[config.mk]
export PLATFORM = sky130hd
export DESIGN_NAME = exc_sequencer
export DESIGN_NICKNAME = d
export VERILOG_FILES = /design/src/rtl/exc_sequencer_pkg.sv /design/src/rtl/exc_sequencer_irq_sync.sv /design/src/rtl/exc_sequencer.sv
export SDC_FILE = /design/constraint.sdc
export NUM_CORES = 1
export LEC_CHECK = 0
export ABC_CLOCK_PERIOD_IN_PS = 3300
export BUFFER_PORTS_ARGS = -buffer_cell sky130_fd_sc_hd__buf_2
export CAP_MARGIN = 30
export CORE_ASPECT_RATIO = 1.1
export CORE_MARGIN = 4
export CORE_UTILIZATION = 29
export DETAILED_ROUTE_END_ITERATION = 10
export MAX_ROUTING_LAYER = met4
export PLACE_DENSITY = 0.82
export SLEW_MARGIN = 25
export SYNTH_ARGS = -nofsm -noshare
export SYNTH_HDL_FRONTEND = slang
export SYNTH_HIERARCHICAL = 1
export SYNTH_SLANG_ARGS = --single-unit
export TNS_END_PERCENT = 30
[constraint.sdc]
create_clock -name clk -period 3.3 [get_ports clk]
set_input_delay 0.165 -clock clk [delete_from_list [all_inputs] [get_ports clk]]
set_output_delay 0.165 -clock clk [all_outputs]
set_load 0.01 [all_outputs]
[src/rtl/exc_sequencer_pkg.sv]
// Shared CP0 definitions for the exception sequencer: ExcCodes, cause field
// positions, PC redirect encodings and FSM states.
package exc_sequencer_pkg;

  localparam logic [4:0] EXC_INT  = 5'd0;
  localparam logic [4:0] EXC_ADEL = 5'd4;
  localparam logic [4:0] EXC_ADES = 5'd5;
  localparam logic [4:0] EXC_RI   = 5'd10;
  localparam logic [4:0] EXC_OV   = 5'd12;

  localparam int CAUSE_BD  = 31;
  localparam int CAUSE_IP_HI  = 15;
  localparam int CAUSE_IP_LO  = 10;
  localparam int CAUSE_EXC_HI = 6;
  localparam int CAUSE_EXC_LO = 2;

  localparam logic [1:0] PC_SEQ     = 2'b00;
  localparam logic [1:0] PC_HANDLER = 2'b01;
  localparam logic [1:0] PC_EPC     = 2'b10;

  typedef enum logic {
    ST_IDLE = 1'b0,
    ST_HOLD = 1'b1
  } state_t;

endpackage

[src/rtl/exc_sequencer_irq_sync.sv]
// 6-bit two-flop synchronizer for asynchronous external interrupt lines.
module irq_sync (
  input  logic       clk,
  input  logic       rst,
  input  logic [5:0] d,
  output logic [5:0] q
);

  logic [5:0] sync_p0;
  logic [5:0] sync_p1;

  always_ff @(posedge clk or negedge rst) begin
    if (!rst) begin
      sync_p0 <= '0;
      sync_p1 <= '0;
    end else begin
      sync_p0 <= d;
      sync_p1 <= sync_p0;
    end
  end

  assign q = sync_p1;

endmodule

[src/rtl/exc_sequencer.sv]
// Exception/interrupt entry-exit sequencer: cause assembly, flush and PC redirect.
// Define IRQ_SYNC_EN to pass hwint through a 2-flop synchronizer before use.
module exc_sequencer
  import exc_sequencer_pkg::*;
#(
  parameter logic [31:0] HANDLER_ADDR = 32'h0000_4180,
  parameter int          FLUSH_CYCLES = 1
) (
  input  logic        clk,
  input  logic        rst,
  input  logic [5:0]  hwint,
  input  logic        m_valid,
  input  logic [4:0]  exc_m,
  input  logic        bd_m,
  input  logic        eret_m,
  input  logic        intreq,
  input  logic [31:0] epc_i,
  output logic [31:0] cause_o,
  output logic        flush,
  output logic [1:0]  pc_sel,
  output logic [31:0] pc_target,
  output logic        exlclr,
  output logic        busy
);

  if (FLUSH_CYCLES < 1 || FLUSH_CYCLES > 15) begin : g_bad_flush_cycles
    initial $error("exc_sequencer: FLUSH_CYCLES=%0d outside 1..15", FLUSH_CYCLES);
  end

  localparam logic [3:0] CNT_LOAD = 4'(FLUSH_CYCLES - 1);

  logic [5:0] ip_s;

`ifdef IRQ_SYNC_EN
  irq_sync u_irq_sync (
    .clk (clk),
    .rst (rst),
    .d   (hwint),
    .q   (ip_s)
  );
`else
  assign ip_s = hwint;
`endif

  state_t     state;
  logic [3:0] cnt;
  logic       take;

  assign take = (state == ST_IDLE) && (intreq || (eret_m && m_valid));

  // HOLD only exists to stretch flush beyond the entry cycle.
  always_ff @(posedge clk or negedge rst) begin
    if (!rst) begin
      state <= ST_IDLE;
      cnt   <= '0;
    end else begin
      case (state)
        ST_IDLE: begin
          if (take && (FLUSH_CYCLES > 1)) begin
            state <= ST_HOLD;
            cnt   <= CNT_LOAD;
          end
        end
        ST_HOLD: begin
          if (cnt == 4'd1) begin
            state <= ST_IDLE;
            cnt   <= '0;
          end else begin
            cnt <= cnt - 4'd1;
          end
        end
        default: begin
          state <= ST_IDLE;
          cnt   <= '0;
        end
      endcase
    end
  end

  // Redirect is combinational so the handler fetch lands on the next edge;
  // reset masks everything so an asserted rst drops flush at once.
  always_comb begin
    cause_o   = '0;
    flush     = 1'b0;
    pc_sel    = PC_SEQ;
    pc_target = HANDLER_ADDR;
    exlclr    = 1'b0;
    busy      = 1'b0;
    if (rst) begin
      if (state == ST_HOLD) begin
        flush = 1'b1;
        busy  = 1'b1;
      end else begin
        if (m_valid) begin
          cause_o[CAUSE_BD]                  = bd_m;
          cause_o[CAUSE_IP_HI:CAUSE_IP_LO]   = ip_s;
          cause_o[CAUSE_EXC_HI:CAUSE_EXC_LO] = exc_m;
        end
        if (intreq) begin
          flush  = 1'b1;
          pc_sel = PC_HANDLER;
        end else if (eret_m && m_valid) begin
          flush     = 1'b1;
          pc_sel    = PC_EPC;
          pc_target = epc_i;
          exlclr    = 1'b1;
        end
      end
    end
  end

endmodule

==> results by group <==
Outcome
  – Status: complete, no violations

Global routing
  – Pin count of the biggest net entering global routing: 35
  – Grt met3 use: 0.0455
  – Gr ovfl total: 0
  – First-pass GRT wire length: 3440 um
  – Vias in the first global route: between 700 and 800
  – Gr busiest metal: met2
  – Met1 usage: 0.100
  – Tot GR Track Use: 0.119
  – M2 GR Usage: 0.229
  – Initial antenna violation count: 0

Cells and area
  – Fraction of layout cells with a size suffix above 1: 0.523
  – Final Util: 0.479
  – Footprint of the multi-input gates: around 530 um2
  – Fin nets: about 250
  – Reg area: 125 um2
  – Antenna cell count: 0
  – Area Overhead vs Synth: 54.8%
  – FILL cells: just under 300

Die
  – I/O pins: 118
  – Die height: roughly 63 um
  – Die width: slightly below 60 um
  – Row count: 19
  – Total core area: roughly 0.0025 mm2
  – Die area: roughly 0.0036 mm2
  – Initial Utilization: 0.309

Synth
  – Sequential fraction of the synthesis area: 0.159
  – Synth Register Bits: 5
  – Post-synthesis cell area: just under 800 um2
  – Synth warn: 6
  – Avg Cell Area, Syn: between 7 and 8 um2
  – Post-Syn Instances: 100
  – Synth cell types: 24

Clocking
  – Sink Count: 5
  – Clk buf depth: 2
  – CTS root buf: clkbuf_4
  – # resized after CTS: 0
  – CTS clk-pin slew, worst paths: roughly 40 ps
  – CTS hold repair buffers: 1
  – Clock latency on the worst-skew pair: 240 ps
  – TritonCTS clock tree: done
  – Htree depth: 1
  – Total CTS buffers: 3
  – Post-CTS setup buffer count: 0

STA
  – Worst-margin pin slew: approximately 800 ps
  – Max Fclk: about 460 MHz
  – Slew HR: 0.459
  – Final worst setup slack: around 1100 ps
  – Final setup vio count: 0
  – Fin. Hold Viols: 0
  – Final period utilization: 0.656
  – Hold_ws: about 300 ps
  – Setup TNS: 0 ps
  – Clock period minus final worst setup slack: around 2200 ps
  – Max-slew violations: 0
  – Setup Skew: 3.02 ps
  – RSZ-0062 raised after global routing: false

Power and ir drop
  – Leak: about 0.00081 uW
  – Final Total Pwr: around 200 uW
  – Pwr Density: roughly 170 mW/mm2
  – Sw Share: 0.294
  – VDD IR max: approximately 0.083 mV
  – P_sw: around 60 uW
  – Sequential power share: 0.299
  – Comb power frac: 0.368
  – Clock share of power: 0.333
  – Internal: 145 uW

Route
  – DR iter-0 viols: 18
  – # DRC: 0
  – Post-DR vias/cell: between 3 and 4
  – ANT nets after route: 0
  – Final wirelength: around 2300 um
  – Routed wire per std cell: 10.1 um
  – Total number of vias: approximately 890
  – Pre-Repair DR Iteration Count: 2

Setup path
  – Critical path arrival: ~2000 ps
  – Crit-path max FO: 34
  – WP data required: 3130 ps
  – Kind of critical path: flip-flop to output port
  – CP startpoint kind: flip-flop
  – Setup crit end kind: output port

Place
  – Final HPWL from detailed placement: between 2000 and 2500 um
  – Port bufs: 97
  – Routability cong.: roughly 0.69
  – DP Worst Slack: around 1400 ps

Hold path
  – Worst hold path class: input port to asynchronous set/reset pin

Run
  – Max cap viols: 0
## final timing paths
check / depth (start not counted) / slack [ps] / endpoint / from
min reg2reg: 1 / 530 / cnt[3] / cnt[3]
min in group clk: 1 / 530 / cnt[3] / cnt[3]
max: 4 / 1130 / pc_target[21] / state
max in group asynchronous: 2 / 2830 / state / rst
max reg2reg: 5 / 1940 / cnt[0] / cnt[1]
min: 2 / 300 / cnt[3] / rst
## layout by cell type, fill, tap and decap left out, types with 2 or more instances in the layout
| cell type | n |
|---|---|
| nand2b_1 | 3 |
| ha_1 | 2 |
| buf_2 | 97 |
| and2_1 | 41 |
| conb_1 | 20 |
| inv_1 | 2 |
| a21o_1 | 2 |
| nor2b_1 | 3 |
| nor3_1 | 2 |
| nor2_1 | 2 |
| and3b_1 | 2 |
| dfrtp_1 | 5 |
| clkbuf_4 | 3 |
## layer usage
metal / up-vias / share of wire
met2: 46 / 0.55
met5: - / 0
met3: 0 / 0.14
li1: 461 / -
met1: 380 / 0.31
met4: 0 / 0
## Yosys cell counts
cell,instances,share of area
a21oi_1,1,0.0064
mux2_2,1,0.014
buf_2,1,0.0064
nor3b_1,1,0.0095
conb_1,1,0.0048
and3b_1,2,0.022
or4b_1,1,0.013
and2_1,41,0.33
a21o_1,2,0.019
nand3b_1,1,0.0095
nand2_1,1,0.0048
buf_4,21,0.20
a211oi_1,1,0.0095
nor2_1,2,0.0095
and4b_1,1,0.013
buf_6,3,0.043
nand2b_1,3,0.024
inv_1,2,0.0095
ha_1,2,0.032
nor2b_1,3,0.024
clkbuf_1,1,0.0048
nor3_1,2,0.013
nor3b_4,1,0.024
dfrtp_1,5,0.16
## cells by family (layout without fill, tap and decap cells)
group,after synthesis,in the layout,synth area share
AO/OA/AOI/OAI,4,4,0.0350
buffers and inverters,28,104,0.264
other,1,20,0.00476
AND/OR/NAND/NOR,59,59,0.491
flip-flops,5,5,0.159
adder cells (fa/ha/maj),2,2,0.0318
multiplexers,1,1,0.0143
## through the flow
stage / instances / instance area, um2
after floorplan: 119 / 858
after global placement: 221 / 1180
after detailed placement: 221 / 1180
after CTS: 226 / 1220
after global routing: 226 / 1220
final: 226 / 1220
## power groups by stage
stage / Sequential [uW] / Clock (uW) / Combinational, uW
6_report: 61.6 / 68.5 / 75.8
5_1_grt: 61.5 / 73.6 / 85.1
4_1_cts: 61.5 / 73.0 / 76.3
3_5_place_dp: 62.4 / 0 / 75.2
3_3_place_gp: 62.4 / 0 / 74.3
2_1_floorplan: 62.4 / 0 / 53.1
## cell type report
class | instances | area share
tap | 31 | 0.0318
timing repair buffer | 98 | 0.407
multi-input combinational | 86 | 0.431
inverter | 2 | 0.00616
clock buffer | 4 | 0.0216
sequential | 5 | 0.103
## state kept, by name, summed over array words and instances (netlist names)
signal,count
cnt,4
state,1
## critical path: stages, from the launching register on
cell	delay, ps
dfrtp_1	470
nand3b_1	240
nor3b_4	690
and2_1	230
buf_2	130
Note: power is estimated with default switching activity, not from simulation.
